File: src/rtl/uart_tx_core.sv
// UART transmitter (8N1, or 8E1 when UART_TX_PARITY_EN is defined) pacing an upstream
// byte sequencer through a busy/done handshake. tx, busy and done derive only from registers.
module uart_tx_core #(
  parameter int CLK_HZ = 100000000,
  parameter int BAUD   = 9600
) (
  input  logic       clk,
  input  logic       rst,
  input  logic       en,
  input  logic [7:0] data,
  output logic       tx,
  output logic       busy,
  output logic       done,
  output logic [2:0] dbg_state
);

  localparam int CLKS_PER_BIT = CLK_HZ / BAUD;
  localparam int CW = (CLKS_PER_BIT > 1) ? $clog2(CLKS_PER_BIT) : 1;
  localparam logic [CW-1:0] LAST     = CW'(CLKS_PER_BIT - 1);
  localparam logic [CW-1:0] PRE_LAST = CW'(CLKS_PER_BIT - 2);

  typedef enum logic [2:0] {
    S_IDLE  = 3'd0,
    S_START = 3'd1,
    S_DATA  = 3'd2,
`ifdef UART_TX_PARITY_EN
    S_PARITY = 3'd4,
`endif
    S_STOP  = 3'd3
  } state_t;

  state_t          r_state;
  logic [CW-1:0]   r_cnt;
  logic [2:0]      r_idx;
  logic [7:0]      r_shift;
  logic            r_tx;
  logic            r_done;

  // Handshake: en is a level request sampled only while idle; done pulses in the
  // final clock of the stop bit, after which the next byte may be presented.
  always_ff @(posedge clk or posedge rst) begin
    if (rst) begin
      r_state <= S_IDLE;
      r_cnt   <= '0;
      r_idx   <= '0;
      r_shift <= '0;
      r_tx    <= 1'b1;
      r_done  <= 1'b0;
    end else begin
      r_done <= 1'b0;
      case (r_state)
        S_IDLE: begin
          r_tx <= 1'b1;
          if (en) begin
            r_shift <= data;
            r_cnt   <= '0;
            r_tx    <= 1'b0;
            r_state <= S_START;
          end
        end
        S_START: begin
          if (r_cnt == LAST) begin
            r_cnt   <= '0;
            r_idx   <= '0;
            r_tx    <= r_shift[0];
            r_state <= S_DATA;
          end else begin
            r_cnt <= r_cnt + 1'b1;
          end
        end
        S_DATA: begin
          if (r_cnt == LAST) begin
            r_cnt <= '0;
            if (r_idx == 3'd7) begin
`ifdef UART_TX_PARITY_EN
              r_tx    <= ^r_shift;
              r_state <= S_PARITY;
`else
              r_tx    <= 1'b1;
              r_state <= S_STOP;
`endif
            end else begin
              r_idx <= r_idx + 3'd1;
              r_tx  <= r_shift[r_idx + 3'd1];
            end
          end else begin
            r_cnt <= r_cnt + 1'b1;
          end
        end
`ifdef UART_TX_PARITY_EN
        S_PARITY: begin
          if (r_cnt == LAST) begin
            r_cnt   <= '0;
            r_tx    <= 1'b1;
            r_state <= S_STOP;
          end else begin
            r_cnt <= r_cnt + 1'b1;
          end
        end
`endif
        S_STOP: begin
          if (r_cnt == LAST) begin
            r_cnt   <= '0;
            r_state <= S_IDLE;
          end else begin
            r_cnt  <= r_cnt + 1'b1;
            // Set one clock early so the registered pulse lands on the last stop clock.
            r_done <= (r_cnt == PRE_LAST);
          end
        end
        default: begin
          r_state <= S_IDLE;
          r_tx    <= 1'b1;
        end
      endcase
    end
  end

  assign tx        = r_tx;
  assign done      = r_done;
  assign busy      = (r_state != S_IDLE);
  assign dbg_state = r_state;

endmodule

File: config.mk
export PLATFORM = sky130hd
export DESIGN_NAME = uart_tx_core
export DESIGN_NICKNAME = d
export VERILOG_FILES = /design/src/rtl/uart_tx_core.sv
export SDC_FILE = /design/constraint.sdc
export NUM_CORES = 1
export LEC_CHECK = 0
export ABC_AREA = 1
export CAP_MARGIN = 20
export CORE_MARGIN = 8
export CORE_UTILIZATION = 35
export CTS_CLUSTER_DIAMETER = 40
export DETAILED_ROUTE_END_ITERATION = 7
export GPL_TIMING_DRIVEN = 0
export SYNTH_ARGS = -nofsm -noshare
export SYNTH_HDL_FRONTEND = slang
export SYNTH_SLANG_ARGS = --single-unit
File: constraint.sdc
create_clock -name clk -period 3.88 [get_ports clk]
set_input_delay 0.388 -clock clk [delete_from_list [all_inputs] [get_ports clk]]
set_output_delay 0.388 -clock clk [all_outputs]
set_load 0.005 [all_outputs]
==> results of run 1 <==
-- how the worst min path moves through the flow --
| stage | slack (ns) | from | cells after the start | end |
|---|---|---|---|---|
| floorplan | 0.46 | r_idx[1] | 2 | r_idx[1] |
| global placement | 0.49 | r_idx[2] | 2 | r_idx[2] |
| detailed placement | 0.50 | r_shift[4] | 1 | r_shift[4] |
| CTS | 0.51 | r_shift[4] | 1 | r_shift[4] |
| global route | 0.54 | r_shift[5] | 1 | r_shift[5] |
| finish | 0.50 | rst | 2 | r_cnt[11] |
-- worst max-delay path, delay by kind of cell, from the launching register on --
kind	cells	cell delay, ns
fa+ha+maj	1	0.27
buf+inv	3	0.80
flops	1	0.44
-- placed cells by master (no fill, tap or decap), types with 4 or more instances in the layout --
| cell | n |
|---|---|
| a21oi_1 | 4 |
| xor2_1 | 4 |
| nand4_1 | 4 |
| nor2_1 | 18 |
| ha_1 | 9 |
| clkbuf_8 | 6 |
| inv_2 | 6 |
| clkdlybuf4s50_1 | 15 |
| o21ai_0 | 11 |
| nand3_1 | 17 |
| inv_1 | 22 |
| mux2_2 | 7 |
| dfrtp_1 | 28 |
| o21ai_1 | 7 |
| nand2_1 | 44 |
-- registers in the layout, indices dropped and copies added, names as in the netlist --
name / cells
r_cnt: 14
dbg_state: 2
r_idx: 3
tx: 1
r_shift: 8
done: 1
-- stage by stage --
step	setup WS [ns]	hold WS, ns	cell area (µm²)
CTS	1.67	0.509	2090
global placement	2.00	0.487	1980
floorplan	2.41	0.463	1750
finish	1.71	0.498	2090
global route	1.57	0.543	2090
detailed placement	2.00	0.495	2010
-- final cells by class --
type                            instances  area [µm²]  area share, %
Sequential cell                        29         727           34.7
Clock buffer                            7        86.3           4.12
Buffer                                  1        7.51          0.359
Timing Repair Buffer                   16         178           8.49
Tap cell                               67        83.8           4.00
Multi-Input combinational cell        150         906           43.3
Inverter                               28         105           5.02
-- power by group --
group	switching [mW]	internal (mW)
Sequential	0.0734	0.387
Combinational	0.245	0.208
Clock	0.114	0.140
-- logic make-up after synthesis --
| logic type | after synthesis | share of synthesized area (%) |
|---|---|---|
| buffers and inverters | 29 | 6.45 |
| muxes | 7 | 4.52 |
| adders and majority gates | 9 | 6.45 |
| other | 1 | 0.215 |
| and+or+nand+nor | 102 | 30.4 |
| AOI/OAI and AO/OA | 26 | 7.81 |
| xor gates and xnor gates | 5 | 2.51 |
| DFF | 29 | 41.6 |
-- metal layers --
metal	vias to the layer above	share of wire, %
met5	-	0
li1	725	-
met3	6	5.8
met2	32	41
met1	621	52
met4	0	1.5
==> results.sh, run 1 <==
export IMPL_use_met2_pct=15.3
export IMPL_postCtsSetupRepairBufs=0
export IMPL_yosysWarnings=0
export IMPL_cap_violations=0
export IMPL_fin_crit_ns=2.17
export IMPL_relSlewSlack_pct=56.2
export IMPL_fill_cells=500
export IMPL_hpwl_um=2670
export IMPL_cts_sinks=29
export IMPL_drive_above_1_share_pct=15.6
export IMPL_finalClockSkew_ns=0.00574
export IMPL_cts_reportedPaths_clkPinSlew_ns=0.06
export IMPL_grt_pass1_vias=1390
export IMPL_synth_edf_count=0
export IMPL_die_area_um2=7500
export IMPL_die_w_um=86.6
export IMPL_reg2reg_depth=9
export IMPL_start_util_pct=36.7
export IMPL_irDropWorstVdd_mv=0.321
export IMPL_status="completed"
export IMPL_drv_slew=0
export IMPL_grt_max_degree=17
export IMPL_timing_fmax_ghz=0.460
export IMPL_r2r_end="dbg_state[0]"
export IMPL_dr_pass1_iters=4
export IMPL_cts_buffers=5
export IMPL_final_util_pct=44.0
export IMPL_drc=0
export IMPL_busiest_layer="met2"
export IMPL_crit_start="dbg_state[0]"
export IMPL_synth_top_cell_by_area="dfrtp_1"
export IMPL_yosysTopAreaCellShare_pct=40.1
export IMPL_endpoint="busy"
export IMPL_wl_per_cell_um=11.7
export IMPL_crit_type="register to output port"
export IMPL_cts_tree="built"
export IMPL_htreeDepth=2
export IMPL_synth_distinct_cells=29
export IMPL_port_buffers=15
export IMPL_syn_area_per_cell_um2=8.39
export IMPL_grt_overflow_total=0
export IMPL_final_nets=251
export IMPL_num_vias=1384
export IMPL_tightest_slew_ns=0.657
export IMPL_cts_buffer_depth=2
export IMPL_die_h_um=86.6
export IMPL_use_met1_pct=14.4
export IMPL_crit_arrival_ns=1.78
export IMPL_placed_cells=291
export IMPL_clk_latency_ns=0.28
export IMPL_crit_slowest_cell="clkdlybuf4s50_1"
export IMPL_ant_nets=0
export IMPL_cts_resized=0
export IMPL_synth_nets=228
export IMPL_synth_area_um2=1750
export IMPL_core_area_um2=4750
export IMPL_yosys_cell_count_top_type="nand2_1"
export IMPL_r2r_start="dbg_state[0]"
export IMPL_netlist_instances=208
export IMPL_ys_async_sr_fraction_pct=100
export IMPL_cp_required_ns=3.49
export IMPL_synth_top_cells_by_count="nand2_1, dfrtp_1, inv_1"
export IMPL_setup_violations_final=0
export IMPL_grt_first_pass_wirelength_um=6370
export IMPL_grt_usage_pct=10.9
export IMPL_holdBufCountCts=0
export IMPL_total_power_mw=1.17
export IMPL_endpoint_kind="output port"
export IMPL_vias_per_cell=4.64
export IMPL_synth_main_ff_cell="dfrtp_1"
export IMPL_use_met3_pct=4.25
export IMPL_fp_row_count=25
export IMPL_worstHoldPathType="input pin to asynchronous set/reset pin"
export IMPL_yosys_register_bits=29
export IMPL_crit_path_start_kind="register"
export IMPL_globalplace_congestion=0.874
export IMPL_syn_to_final_growth_pct=19.9
export IMPL_root_buffer="clkbuf_8"
export IMPL_finalHoldViolations=0
export IMPL_diodes=0
export IMPL_dr_first_iter_drc_count=60
export IMPL_ys_seq_area_share_pct=41.6
export IMPL_crit_fanout=6
export IMPL_pin_count=17
export IMPL_p_per_area_nw_per_um2=557
export IMPL_final_cells=298
export IMPL_period_share_pct=56.0
export IMPL_cpPeakStageDelay_ns=0.53
export IMPL_setup_tns_ns=0
export IMPL_leakage_nw=0.918
export IMPL_cp_cell_sequence="inv_1 -> ha_1 -> inv_2 -> clkdlybuf4s50_1"
export IMPL_synth_area_top_cells="dfrtp_1, nand2_1, ha_1"
export IMPL_wirelength_um=3490
export IMPL_antenna_found_initial=0
export IMPL_rrSetupSlack_ns=2.15
export IMPL_grt_setup_unrepaired="false"
Note: power is estimated with default switching activity, not from simulation.
==> run 2: changes to the inputs <==
==> constraint.sdc (replaced) <==
create_clock -name clk -period 2 [get_ports clk]
set_input_delay 0.2 -clock clk [delete_from_list [all_inputs] [get_ports clk]]
set_output_delay 0.2 -clock clk [all_outputs]
set_load 0.005 [all_outputs]
==> run 2 against run 1 <==
Net effect:
- die area is the same
- hold slack lost 0.19 ns
- setup slack worse by 1.5 ns
- clock skew fell by 0.0021 ns
- final area increased by 0.36%
- critical path type unchanged
==> results.sh, run 2 (synthesis gave the netlist of run 1 again) <==
export IMPL_status="completed"
export IMPL_die_w_um=86.6
export IMPL_die_h_um=86.6
export IMPL_cts_tree="built"
export IMPL_core_area_um2=4750
export IMPL_pwr_share_seq_pct=39.3
export IMPL_wl_met2_um=1440
export IMPL_final_cells=298
export IMPL_finalClockSkew_ns=0.00366
export IMPL_largest_register="r_cnt"
export IMPL_crit_slowest_cell="clkdlybuf4s50_1"
export IMPL_fill_cells=497
export IMPL_clk_latency_ns=0.28
export IMPL_finalHoldViolations=0
export IMPL_grt_pass1_vias=1390
export IMPL_wl_met3_um=200
export IMPL_setup_violations_final=0
export IMPL_fp_row_count=25
export IMPL_timing_fmax_ghz=0.549
export IMPL_cpPeakStageDelay_ns=0.51
export IMPL_globalplace_congestion=0.874
export IMPL_fin_crit_ns=1.82
export IMPL_diodes=0
export IMPL_p_clk_share_pct=21.6
export IMPL_grt_setup_unrepaired="false"
export IMPL_crit_type="register to output port"
export IMPL_cts_sinks=29
export IMPL_grt_overflow_total=0
export IMPL_power_switching_mw=0.844
export IMPL_num_vias=1382
export IMPL_relSlewSlack_pct=56.1
export IMPL_placed_cells=291
export IMPL_die_area_um2=7500
export IMPL_grt_first_pass_wirelength_um=6370
export IMPL_crit_path_start_kind="register"
export IMPL_antenna_found_initial=0
export IMPL_ant_nets=0
export IMPL_vias_per_cell=4.64
export IMPL_final_nets=251
export IMPL_endpoint_kind="output port"
export IMPL_maxUsedRoutingLayer="met4"
export IMPL_syn_to_final_growth_pct=20.4
export IMPL_irDropWorstVdd_mv=0.650
export IMPL_dr_first_iter_drc_count=81
export IMPL_crit_arrival_ns=1.62
export IMPL_pin_count=17
export IMPL_grt_max_degree=17
export IMPL_worstHoldPathType="input pin to asynchronous set/reset pin"
export IMPL_reg_top3="r_cnt x14, r_shift x8, r_idx x3"
export IMPL_wirelength_um=3490
export IMPL_period_share_pct=91.1
export IMPL_grt_usage_pct=10.9
export IMPL_start_util_pct=36.7
export IMPL_htreeDepth=2
export IMPL_leakage_nw=0.915
export IMPL_drv_slew=0
export IMPL_mostFrequentLayoutCells="nand2_1, dfrtp_1, inv_1"
export IMPL_wl_per_cell_um=11.7
export IMPL_final_common_cell="nand2_1"
export IMPL_pwr_share_comb_pct=39.1
export IMPL_port_buffers=15
export IMPL_sw_frac_of_total_pct=37.0
export IMPL_dr_pass1_iters=4
export IMPL_p_per_area_nw_per_um2=1090
export IMPL_cp_required_ns=1.80
export IMPL_cts_buffers=5
export IMPL_root_buffer="clkbuf_8"
export IMPL_wl_met1_um=1800
export IMPL_crit_fanout=6
export IMPL_drive_above_1_share_pct=16.9
export IMPL_hpwl_um=2670
export IMPL_p_int_mw=1.44
export IMPL_cap_violations=0
export IMPL_drc=0
export IMPL_largest_register_ffs=14
export IMPL_cp_cell_sequence="inv_1 -> ha_2 -> inv_4 -> clkdlybuf4s50_1"
export IMPL_cts_buffer_depth=2
export IMPL_setup_tns_ns=0
export IMPL_cts_reportedPaths_clkPinSlew_ns=0.06
export IMPL_tightest_slew_ns=0.657
[run 2: layout make-up]
cell class | instances | area [µm²] | area share (%)
clock buffers | 7 | 86.3 | 4.11
inverters | 28 | 108 | 5.12
well taps | 67 | 83.8 | 3.99
multi-input cells | 150 | 908 | 43.2
repair buffers | 16 | 178 | 8.46
plain buffers | 1 | 7.51 | 0.357
flip-flops and latches | 29 | 729 | 34.7
[run 2: path summary, 6_finish.rpt]
kind                            slack (ns)  cells past startpoint         start           end
worst max-delay path                  0.18                      4  dbg_state[0]          busy
min in group clk                      0.50                      3       data[0]    r_shift[0]
worst min register to register        0.51                      1    r_shift[4]    r_shift[4]
max in group asynchronous             1.10                      3           rst            tx
worst min-delay path                  0.31                      2           rst     r_cnt[12]
worst max register to register        0.37                      9  dbg_state[0]  dbg_state[0]
[run 2: timing repair]
action                     CTS  global route
setup endpoints to repair    1             1
resized for setup            1             3
pin swaps                    0             0
setup buffers                0             0
hold buffers                 0             0
[run 2: layer usage]
| metal | GRT usage, % | vias up |
|---|---|---|
| li1 | - | 722 |
| met1 | 14.4 | 619 |
| met2 | 15.3 | 37 |
| met3 | 4.25 | 4 |
| met4 | 4.23 | 0 |
| met5 | 0 | - |
[run 2: critical path, delay by kind of cell, from the launching register on]
family                     cells  cell delay (ns)
buffers and inverters          3             0.70
DFF                            1             0.41
adders and majority gates      1             0.23
[run 2: power groups by stage]
stage          Clock (mW)  Sequential, mW  Combinational (mW)
3_5_place_dp            0           0.903               0.890
6_report            0.493           0.897               0.892
2_1_floorplan           0           0.870               0.645
5_1_grt             0.540           0.925                1.02
3_3_place_gp            0           0.896               0.881
4_1_cts             0.509           0.898               0.895
[run 2: metrics by stage]
step / setup WS [ns] / util, % / power (mW) / instance area (µm²) / hold WS, ns
floorplan: 0.528 / - / 1.52 / 1750 / 0.277
global placement: 0.283 / 41.6 / 1.78 / 1980 / 0.487
detailed placement: 0.271 / 42.2 / 1.79 / 2010 / 0.495
CTS: 0.00825 / 44.1 / 2.30 / 2090 / 0.339
global route: 0.0864 / 44.2 / 2.49 / 2100 / 0.390
finish: 0.177 / 44.2 / 2.28 / 2100 / 0.312
